==> config.mk <==
export PLATFORM = sky130hd
export DESIGN_NAME = sodor2_core
export DESIGN_NICKNAME = d
export VERILOG_FILES = /design/src/rtl/sodor2_core.sv
export SDC_FILE = /design/constraint.sdc
export NUM_CORES = 2
export LEC_CHECK = 0
export CORE_MARGIN = 10
export CORE_UTILIZATION = 40
export CTS_CLUSTER_DIAMETER = 100
export CTS_CLUSTER_SIZE = 14
export DETAILED_ROUTE_END_ITERATION = 16
export HOLD_SLACK_MARGIN = 0.15
export PLACE_DENSITY_LB_ADDON = 0.12
export SLEW_MARGIN = 0
export SYNTH_ARGS = -nofsm -noshare
export SYNTH_HDL_FRONTEND = slang
export SYNTH_SLANG_ARGS = --single-unit
==> constraint.sdc <==
create_clock -name clock -period 8.9 [get_ports clock]
set_clock_uncertainty 0.1 [all_clocks]
set_input_delay 2.67 -clock clock [delete_from_list [all_inputs] [get_ports clock]]
set_output_delay 2.67 -clock clock [all_outputs]
set_load 0.05 [all_outputs]
==> src/rtl/sodor2_core.sv <==
// Two-stage (fetch / execute) in-order RV32I integer core without CSRs.
// Latency: one instruction per cycle; a taken control transfer costs one bubble.
// Backpressure: a memory op in X stalls F and X until io_dmem_resp_valid; an imem miss inserts a bubble.
//
// Ports:
//   clock, reset                 core clock; asynchronous active-low reset
//   io_imem_req_* / io_imem_resp_* instruction fetch request (PC_F) and returned instruction
//   io_dmem_req_* / io_dmem_resp_* data request (addr/data/fcn/typ) and completion/load data
//   io_reset_vector              boot PC, sampled on the first clock after reset release
//   io_hartid, io_interrupt_*    inert, except io_interrupt_debug when
//                                SODOR2_CORE_DEBUG_HALT_EN is defined (halts fetch)
module sodor2_core #(
  parameter int XLEN     = 32,
  parameter int NUM_REGS = 32
) (
  input  logic            clock,
  input  logic            reset,
  output logic            io_imem_req_valid,
  output logic [XLEN-1:0] io_imem_req_bits_addr,
  input  logic            io_imem_resp_valid,
  input  logic [31:0]     io_imem_resp_bits_data,
  output logic            io_dmem_req_valid,
  output logic [XLEN-1:0] io_dmem_req_bits_addr,
  output logic [XLEN-1:0] io_dmem_req_bits_data,
  output logic            io_dmem_req_bits_fcn,
  output logic [2:0]      io_dmem_req_bits_typ,
  input  logic            io_dmem_resp_valid,
  input  logic [XLEN-1:0] io_dmem_resp_bits_data,
  input  logic            io_hartid,
  input  logic            io_interrupt_debug,
  input  logic            io_interrupt_meip,
  input  logic            io_interrupt_msip,
  input  logic            io_interrupt_mtip,
  input  logic [XLEN-1:0] io_reset_vector
);

  localparam logic [6:0] OP_LUI    = 7'b0110111;
  localparam logic [6:0] OP_AUIPC  = 7'b0010111;
  localparam logic [6:0] OP_JAL    = 7'b1101111;
  localparam logic [6:0] OP_JALR   = 7'b1100111;
  localparam logic [6:0] OP_BRANCH = 7'b1100011;
  localparam logic [6:0] OP_LOAD   = 7'b0000011;
  localparam logic [6:0] OP_STORE  = 7'b0100011;
  localparam logic [6:0] OP_IMM    = 7'b0010011;
  localparam logic [6:0] OP_REG    = 7'b0110011;

  logic            started;
  logic [XLEN-1:0] pc_f;
  logic            x_valid;
  logic [31:0]     x_inst;
  logic [XLEN-1:0] x_pc;
  logic [XLEN-1:0] rf [NUM_REGS];

  logic halt;
  logic unused;
  assign unused = ^{io_hartid, io_interrupt_debug, io_interrupt_meip,
                    io_interrupt_msip, io_interrupt_mtip};
`ifdef SODOR2_CORE_DEBUG_HALT_EN
  assign halt = io_interrupt_debug;
`else
  assign halt = 1'b0;
`endif

  // Decode fields and immediates
  logic [6:0]      opcode;
  logic [2:0]      funct3;
  logic [4:0]      rd, rs1, rs2;
  logic [XLEN-1:0] rs1_val, rs2_val;
  logic [XLEN-1:0] imm_i, imm_s, imm_b, imm_u, imm_j;

  assign opcode  = x_inst[6:0];
  assign funct3  = x_inst[14:12];
  assign rd      = x_inst[11:7];
  assign rs1     = x_inst[19:15];
  assign rs2     = x_inst[24:20];
  assign rs1_val = rf[rs1];
  assign rs2_val = rf[rs2];
  assign imm_i   = {{20{x_inst[31]}}, x_inst[31:20]};
  assign imm_s   = {{20{x_inst[31]}}, x_inst[31:25], x_inst[11:7]};
  assign imm_b   = {{19{x_inst[31]}}, x_inst[31], x_inst[7], x_inst[30:25], x_inst[11:8], 1'b0};
  assign imm_u   = {x_inst[31:12], 12'b0};
  assign imm_j   = {{11{x_inst[31]}}, x_inst[31], x_inst[19:12], x_inst[20], x_inst[30:21], 1'b0};

  // ALU shared by OP and OP-IMM; bit 30 selects SUB (OP only) and SRA/SRAI
  logic [XLEN-1:0] alu_b, alu_out;
  logic [4:0]      shamt;
  assign alu_b = (opcode == OP_REG) ? rs2_val : imm_i;
  assign shamt = alu_b[4:0];

  always_comb begin
    alu_out = '0;
    case (funct3)
      3'd0: alu_out = (opcode == OP_REG && x_inst[30]) ? rs1_val - alu_b : rs1_val + alu_b;
      3'd1: alu_out = rs1_val << shamt;
      3'd2: alu_out = {31'b0, $signed(rs1_val) < $signed(alu_b)};
      3'd3: alu_out = {31'b0, rs1_val < alu_b};
      3'd4: alu_out = rs1_val ^ alu_b;
      3'd5: alu_out = x_inst[30] ? XLEN'($signed(rs1_val) >>> shamt) : rs1_val >> shamt;
      3'd6: alu_out = rs1_val | alu_b;
      default: alu_out = rs1_val & alu_b;
    endcase
  end

  logic br_taken;
  always_comb begin
    br_taken = 1'b0;
    case (funct3)
      3'd0: br_taken = (rs1_val == rs2_val);
      3'd1: br_taken = (rs1_val != rs2_val);
      3'd4: br_taken = ($signed(rs1_val) < $signed(rs2_val));
      3'd5: br_taken = ($signed(rs1_val) >= $signed(rs2_val));
      3'd6: br_taken = (rs1_val < rs2_val);
      3'd7: br_taken = (rs1_val >= rs2_val);
      default: br_taken = 1'b0;
    endcase
  end

  logic [XLEN-1:0] load_val;
  always_comb begin
    case (funct3)
      3'd0: load_val = {{24{io_dmem_resp_bits_data[7]}}, io_dmem_resp_bits_data[7:0]};
      3'd1: load_val = {{16{io_dmem_resp_bits_data[15]}}, io_dmem_resp_bits_data[15:0]};
      3'd4: load_val = {24'b0, io_dmem_resp_bits_data[7:0]};
      3'd5: load_val = {16'b0, io_dmem_resp_bits_data[15:0]};
      default: load_val = io_dmem_resp_bits_data;
    endcase
  end

  // Per-opcode control; unsupported opcodes and funct3 encodings fall through as NOPs
  logic            wb_en, redirect, is_load, is_store;
  logic [XLEN-1:0] wb_data, target;
  always_comb begin
    wb_en    = 1'b0;
    wb_data  = '0;
    redirect = 1'b0;
    target   = '0;
    is_load  = 1'b0;
    is_store = 1'b0;
    case (opcode)
      OP_LUI:   begin wb_en = 1'b1; wb_data = imm_u; end
      OP_AUIPC: begin wb_en = 1'b1; wb_data = x_pc + imm_u; end
      OP_JAL: begin
        wb_en = 1'b1; wb_data = x_pc + 32'd4;
        redirect = 1'b1; target = x_pc + imm_j;
      end
      OP_JALR: begin
        wb_en = 1'b1; wb_data = x_pc + 32'd4;
        redirect = 1'b1; target = (rs1_val + imm_i) & ~32'd1;
      end
      OP_BRANCH: begin redirect = br_taken; target = x_pc + imm_b; end
      OP_LOAD: begin
        is_load = (funct3 inside {3'd0, 3'd1, 3'd2, 3'd4, 3'd5});
        wb_en = is_load; wb_data = load_val;
      end
      OP_STORE: is_store = (funct3 inside {3'd0, 3'd1, 3'd2});
      OP_IMM, OP_REG: begin wb_en = 1'b1; wb_data = alu_out; end
      default: ;
    endcase
  end

  logic mem_op, stall, do_redirect, do_wb;
  assign mem_op      = x_valid && (is_load || is_store);
  assign stall       = mem_op && !io_dmem_resp_valid;
  assign do_redirect = x_valid && redirect;
  assign do_wb       = x_valid && !stall && wb_en && (rd != 5'd0);

  assign io_imem_req_valid     = started;
  assign io_imem_req_bits_addr = pc_f;
  assign io_dmem_req_valid     = mem_op;
  assign io_dmem_req_bits_addr = mem_op ? rs1_val + (is_store ? imm_s : imm_i) : '0;
  assign io_dmem_req_bits_data = (mem_op && is_store) ? rs2_val : '0;
  assign io_dmem_req_bits_fcn  = mem_op && is_store;
  assign io_dmem_req_bits_typ  = mem_op ? funct3 + 3'd1 : 3'd0;

  always_ff @(posedge clock or negedge reset) begin
    if (!reset) begin
      started <= 1'b0;
      pc_f    <= '0;
      x_valid <= 1'b0;
      x_inst  <= '0;
      x_pc    <= '0;
    end else if (!started) begin
      started <= 1'b1;
      pc_f    <= io_reset_vector;
    end else if (stall) begin
      // hold F and X so the memory request stays stable
    end else if (do_redirect) begin
      pc_f    <= target;
      x_valid <= 1'b0;
    end else if (halt || !io_imem_resp_valid) begin
      x_valid <= 1'b0;
    end else begin
      x_valid <= 1'b1;
      x_inst  <= io_imem_resp_bits_data;
      x_pc    <= pc_f;
      pc_f    <= pc_f + 32'd4;
    end
  end

  always_ff @(posedge clock or negedge reset) begin
    if (!reset) begin
      for (int i = 0; i < NUM_REGS; i++) rf[i] <= '0;
    end else if (do_wb) begin
      rf[rd] <= wb_data;
    end
  end

endmodule

# [Yosys cells after proc, flatten, opt, wreduce, memory -nomap -nowiden]
# Cells that the tools add are included.
# W data, S select, Z words.
[classes] add_sub_neg=10 n_lt_le_gt_ge=10 n_eq_ne=20 shifts=3 muxes=31 bitwise_logic=8 reduce_logical=22
[ops] cell="$bwmux W1024" n=1
[ops] cell="$mux W32" n=14
[ops] cell="$bmux W32 S5" n=2
[ops] cell="$pmux W32 S7" n=1
[ops] cell="$add A32 B32 Y32" n=6
[ops] cell="$demux W32 S5" n=1
[ops] cell="$pmux W32 S5" n=1
[ops] cell="$lt A32 B32 Y1" n=4
[ops] cell="$pmux W32 S4" n=1
[ops] cell="$pmux W32 S3" n=1
[ops] cell="$add A32 B3 Y32 const B" n=2
[ops] cell="$ge A32 B32 Y1" n=2
[ops] cell="$and A32 B32 Y32" n=1
[ops] cell="$eq A32 B32 Y1" n=1
[ops] cell="$ne A32 B32 Y1" n=1
[ops] cell="$or A32 B32 Y32" n=1
[ops] cell="$shl A32 B5 Y32" n=1
[ops] cell="$shr A32 B5 Y32" n=1
[ops] cell="$sshr A32 B5 Y32" n=1
[ops] cell="$sub A32 B32 Y32" n=1
[ops] cell="$xor A32 B32 Y32" n=1
[ops] cell="$eq A7 B6 Y1 const B" n=3
[ops] cell="$eq A7 B7 Y1 const B" n=3
[ops] cell="$ge A6 B6 Y1 const B" n=3
[ops] cell="other kinds (26)" n=50
[totals] register_bits=1122 inputBits=105 out_inout_bits=102 wordCells=141

# [Logic depth before layout (Yosys ltp)]
[logic_depth] depth_word=11 depth_mapped=28

# [Worst setup path before layout]
# OpenSTA, ideal clock, no wires.
[synth_path] path_kind="flip-flop to output port" startpoint="register x_inst[15]" endpoint="output io_dmem_req_bits_addr[16]" arrival_time_ps=4950 required_ps=6130 slack_ps=1180 stages_incl_launch_ff=24 path_buffers=5 cell_sequence="dfrtp_1 -> buf_6 -> buf_4 -> buf_4 -> buf_4 -> mux4_2 -> a221oi_1 -> and3_1 -> clkbuf_1 -> inv_1 -> ha_1 -> inv_1 -> fa_1 -> nor2b_1 -> o21ai_0 -> a21boi_0 -> o21ai_0 -> nand2b_1 -> a21o_1 -> a21o_1 -> a21boi_0 -> o21ai_0 -> xnor2_1 -> nor2_1"
[synth_between] elab_chain_cells=6
[synth_lines] item="start, declared" line="50" rtl="logic [31:0] x_inst;"
[synth_lines] item="start signal, assigned" line="194" rtl="x_inst <= io_imem_resp_bits_data;"
[synth_lines] item="$not A5 Y6 (not written as such)" line="76" rtl="assign rs1_val = rf[rs1];"
[synth_lines] item="$bmux W32 S5" line="76"
[synth_lines] item="$mux W32 (not written as such) (2 in series)" line="76"
[synth_lines] item="$add A32 B32 Y32" line="170" rtl="assign io_dmem_req_bits_addr = mem_op ? rs1_val + (is_store ? imm_s : imm_i) : '0;"
[synth_lines] item="$mux W32" line="170"
[synth_lines] item="end, declared" line="23" rtl="output logic [XLEN-1:0] io_dmem_req_bits_addr,"
# No other way between the ends. The select of a mux whose other input is x is not followed.

# [Worst setup path after layout]
[layout_path] startpoint="register x_inst[18]" endpoint="output io_dmem_req_bits_addr[31]"
# Same word-level chain as after synthesis.

==> run summary <==
The run finished with clean final reports. The worst path needs 8690 ps of the cycle, external delays included. The routed via count divided by cell count is 6.63. The die covers 214000 um2. In this run the remaining antenna-violating nets after routing total 0.

The clock reaches the later pin of the worst-skew pair after 800 ps. The synthesized netlist contains 116 unique library cells. After the first detailed-routing iteration, the DRC count stood at 8553. Type of the setup path with the least slack: register to output port. The most common cell after layout, fill and taps aside is dfrtp_1. For this run, design rule violations remaining after detail routing come to 0. Max-cap violations in this run came to 0. For this run, the slowest stage of the critical path takes 520 ps. The pre-CTS setup slack came out at 239 ps. The die boundary width is 462 um. The final critical path takes up 97.7% of the cycle.

A synthesized cell averages 10.2 um2. For this run, the number of Yosys warnings is 0. Entering global routing, the biggest net connects 167 pins. STA puts the critical path data arrival time at 5920 ps.

The logs give 0 for the hold violation count in the final report and 266000 um for the placed wire-length estimate after detailed placement. In this run, synthesis produced a sequential element count of 1122. The category of the worst setup path capture point is an output port. Among the stages of the critical path, the cell type that occurs most often is buf_4. The placer's final routability congestion estimate was 1.09; the overflow left after global routing was 0.

On the critical path the largest part of the delay comes from compound AO/OA/AOI/OAI gates. In the final layout, the share of cells above drive strength 1 is 22.5%. For the least setup slack across all paths after layout, the log shows 206 ps.

For this run, the leading register cell type out of synthesis is dfrtp_1. Static timing analysis puts the maximum clock frequency at 115 MHz. Count of endpoints failing setup in the final report: 0. In this run, synthesis inferred 0 flip-flops with an integrated enable. The logs give 195000 um2 for the core area and 6130 ps for the required time of the critical path. In this run the number of H-tree levels came out at 3.

The launching element of the worst setup path was x_inst[18]. The final-stage net count came out at 8009. The first global-routing pass estimated 517000 um of wire.

For this design, the slowest cell found on the critical path is dfrtp_2. The placed instance count is 10.1k, and the number of CTS-inserted buffers is 91. In this run the tightest slew margin relative to its limit is 12.0%. Summing all flip-flop and latch instances after layout gives 28100 um2.

The cell count after synthesis came out at 7686. Count of clock tree sinks: 1122. Traced cell by cell, the critical path runs through buf_4 -> and3_1 -> buf_4 -> buf_4 -> a22oi_1 -> and4_4 -> clkinvlp_4 -> ha_1 -> a21o_1 -> o21bai_1 -> a21oi_2 -> nor2_1 -> a211o_1 -> a21o_1 -> a21oi_1 -> o41ai_1 -> xnor2_1 -> nor2_1 -> buf_12. Excluding fillers, the count of instances in the completed layout stands at 10.2k. The floorplan step set the die height to 462 um.

TritonCTS built the clock tree. Dividing total power by cell area gives a power density of 187 nW/um2. Via count of the first global-routing pass: 65.3k. The run gives 0 as the final count of pins violating max slew.

Input and output buffers added on the ports amount to 201. The design draws 16.3 mW. At the pin with the least slew margin, the transition time is 1320 ps.

The share of the yosys chip area belonging to registers was 35.9%; the routed via count was 67.9k. The tools report the number of fillers in the final layout as 18.5k. Total routing resource utilization after global routing: 33.8%. The startpoint identified for the worst register-to-register timing path is x_inst[20]. Summed over all cells, the static leakage comes to 37.3 nW. The effective utilization at floorplan came out at 40.2%. The multi-input combinational cells in the finished layout cover a total of 46700 um2. The tools report the cell at the root of the clock tree as clkbuf_16. Setup repair after global routing left no endpoint under its margin. The number of antenna violations at the first check in global routing came out at 16.

Fraction of registers with async set or reset after synthesis: 100%. The area growth from synthesis to layout is 11.4%. The wire length per cell was 36.3 um; the number of detailed-routing iterations run before antenna repair was 8.

The tools report the I/O pin count as 207. Together, buffers and inverters on the worst path number 5. Clock-pin slew was measured on the worst setup and hold paths at 70 ps. The setup TNS after final layout was 0 ps. The top cell types in the final layout, fill and taps aside, are dfrtp_1 (1112), nand2_1 (567), mux2_2 (561). In this run the worst hold path is classified as register to register. In this run the most critical hold path is launched from rf[1007].

The tools report the critical path launch point type as a register. The area of the mapped netlist is 78200 um2. Row generation in the floorplan step produced 162 rows. Net count of the mapped netlist: 8022. In this run the worst path has a maximum fanout of 11.

The maximum vdd drop is 0.154 mV. No sink is reached through more buffers than the 3 on the longest clock path. Summed over all layers, the routed wires come to 372000 um.
==> per-stage QoR <==
stage / area, um2 / utilization, % / hold WS [ps]
3_5_place_dp: 84300 / 43.3 / 285
6_report: 87100 / 44.8 / 301
4_1_cts: 87000 / 44.7 / 302
3_3_place_gp: 84300 / 43.3 / 278
5_1_grt: 87100 / 44.8 / 313
2_1_floorplan: 78200 / - / 341
==> flip-flops by register name, summed over array words and instances (netlist names) <==
signal                 cells
rf                      1024
io_imem_req_bits_addr     32
x_inst                    32
x_pc                      32
io_imem_req_valid          1
x_valid                    1
==> kinds of logic (layout without fill, tap and decap cells) <==
logic type	count (synthesis)	count (layout)	share of synthesized area, %
AOI/OAI and AO/OA	2075	2075	17.3
and+or+nand+nor	1730	1731	10.2
muxes	1479	1479	25.8
DFF	1122	1122	35.9
buffers and inverters	886	886	5.22
adders and majority gates	231	231	3.75
xor gates and xnor gates	162	162	1.82
other	1	4	0.00480
==> synth_stat cells (83+ instances only) <==
library cell / n / area share (%)
clkbuf_1: 462 / 2.2
nand2_1: 574 / 2.8
o31ai_1: 132 / 1.3
nor3_1: 90 / 0.58
a211oi_1: 83 / 0.80
inv_1: 122 / 0.59
mux4_2: 357 / 10
ha_1: 225 / 3.6
nor2_1: 543 / 2.6
o21ai_1: 144 / 0.92
mux2i_1: 527 / 6.7
nand3_1: 164 / 1.0
a21oi_1: 495 / 3.2
a21o_1: 100 / 0.96
o21ai_0: 313 / 2.0
dfrtp_1: 1122 / 36
mux2_2: 561 / 8.1
xnor2_1: 101 / 1.1
o22ai_1: 128 / 1.0
a22oi_1: 177 / 1.7
buf_2: 125 / 0.80
==> area by class of cell <==
type,instances,area share [%]
timing repair buffer,627,6.90
multi-input combinational,5679,53.6
clock inverter,10,0.237
clock buffer,97,2.64
tap,2542,3.65
sequential,1122,32.3
antenna,3,0.00862
inverter,152,0.662
==> report_power, final <==
part | internal (mW) | switching (mW) | total, mW
Clock | 1.87 | 2.06 | 3.94
Combinational | 2.21 | 4.65 | 6.87
Sequential | 5.23 | 0.273 | 5.50
Total | 9.32 | 6.99 | 16.3
==> what timing repair did <==
action	CTS	global route
setup buffers	13	2
endpoints found under the setup margin	17	10
hold buffers	0	0
pin swaps	1	2
gates cloned	1	0
resized for setup	18	23
==> routing by layer <==
metal	global-route usage (%)	vias to the layer above	routed length, um
met1	45.6	34757	152000
met2	50.6	3534	161000
met5	0	-	105
li1	-	28761	-
met3	6.92	814	33300
met4	18.7	14	25300
==> worst paths after layout <==
kind	end	slack, ps	cells after the start
worst max-delay path	io_dmem_req_bits_addr[31]	210	19
worst min-delay path	rf[1007]	300	0
worst max register to register	rf[566]	770	22
worst min register to register	rf[1007]	300	0
max in group asynchronous	rf[645]	5410	2
min in group asynchronous	rf[431]	1800	1
==> worst register-to-register path, stage by stage (launching register included) <==
cell and delay [ps]:
dfrtp_4 930, buf_12 530, mux2i_1 140, a22oi_1 210
a21oi_1 120, nor4_4 950, a21oi_4 130, inv_2 90
ha_1 160, inv_1 60, fa_1 440, nor2b_1 190
o311a_1 390, o211ai_1 430, a21oi_1 260, o311a_1 460
o41ai_1 510, xnor2_1 280, o221ai_1 170, a221oi_1 690
o21a_1 360, buf_12 240, o31ai_1 160
(Power assumes the default switching activity.)
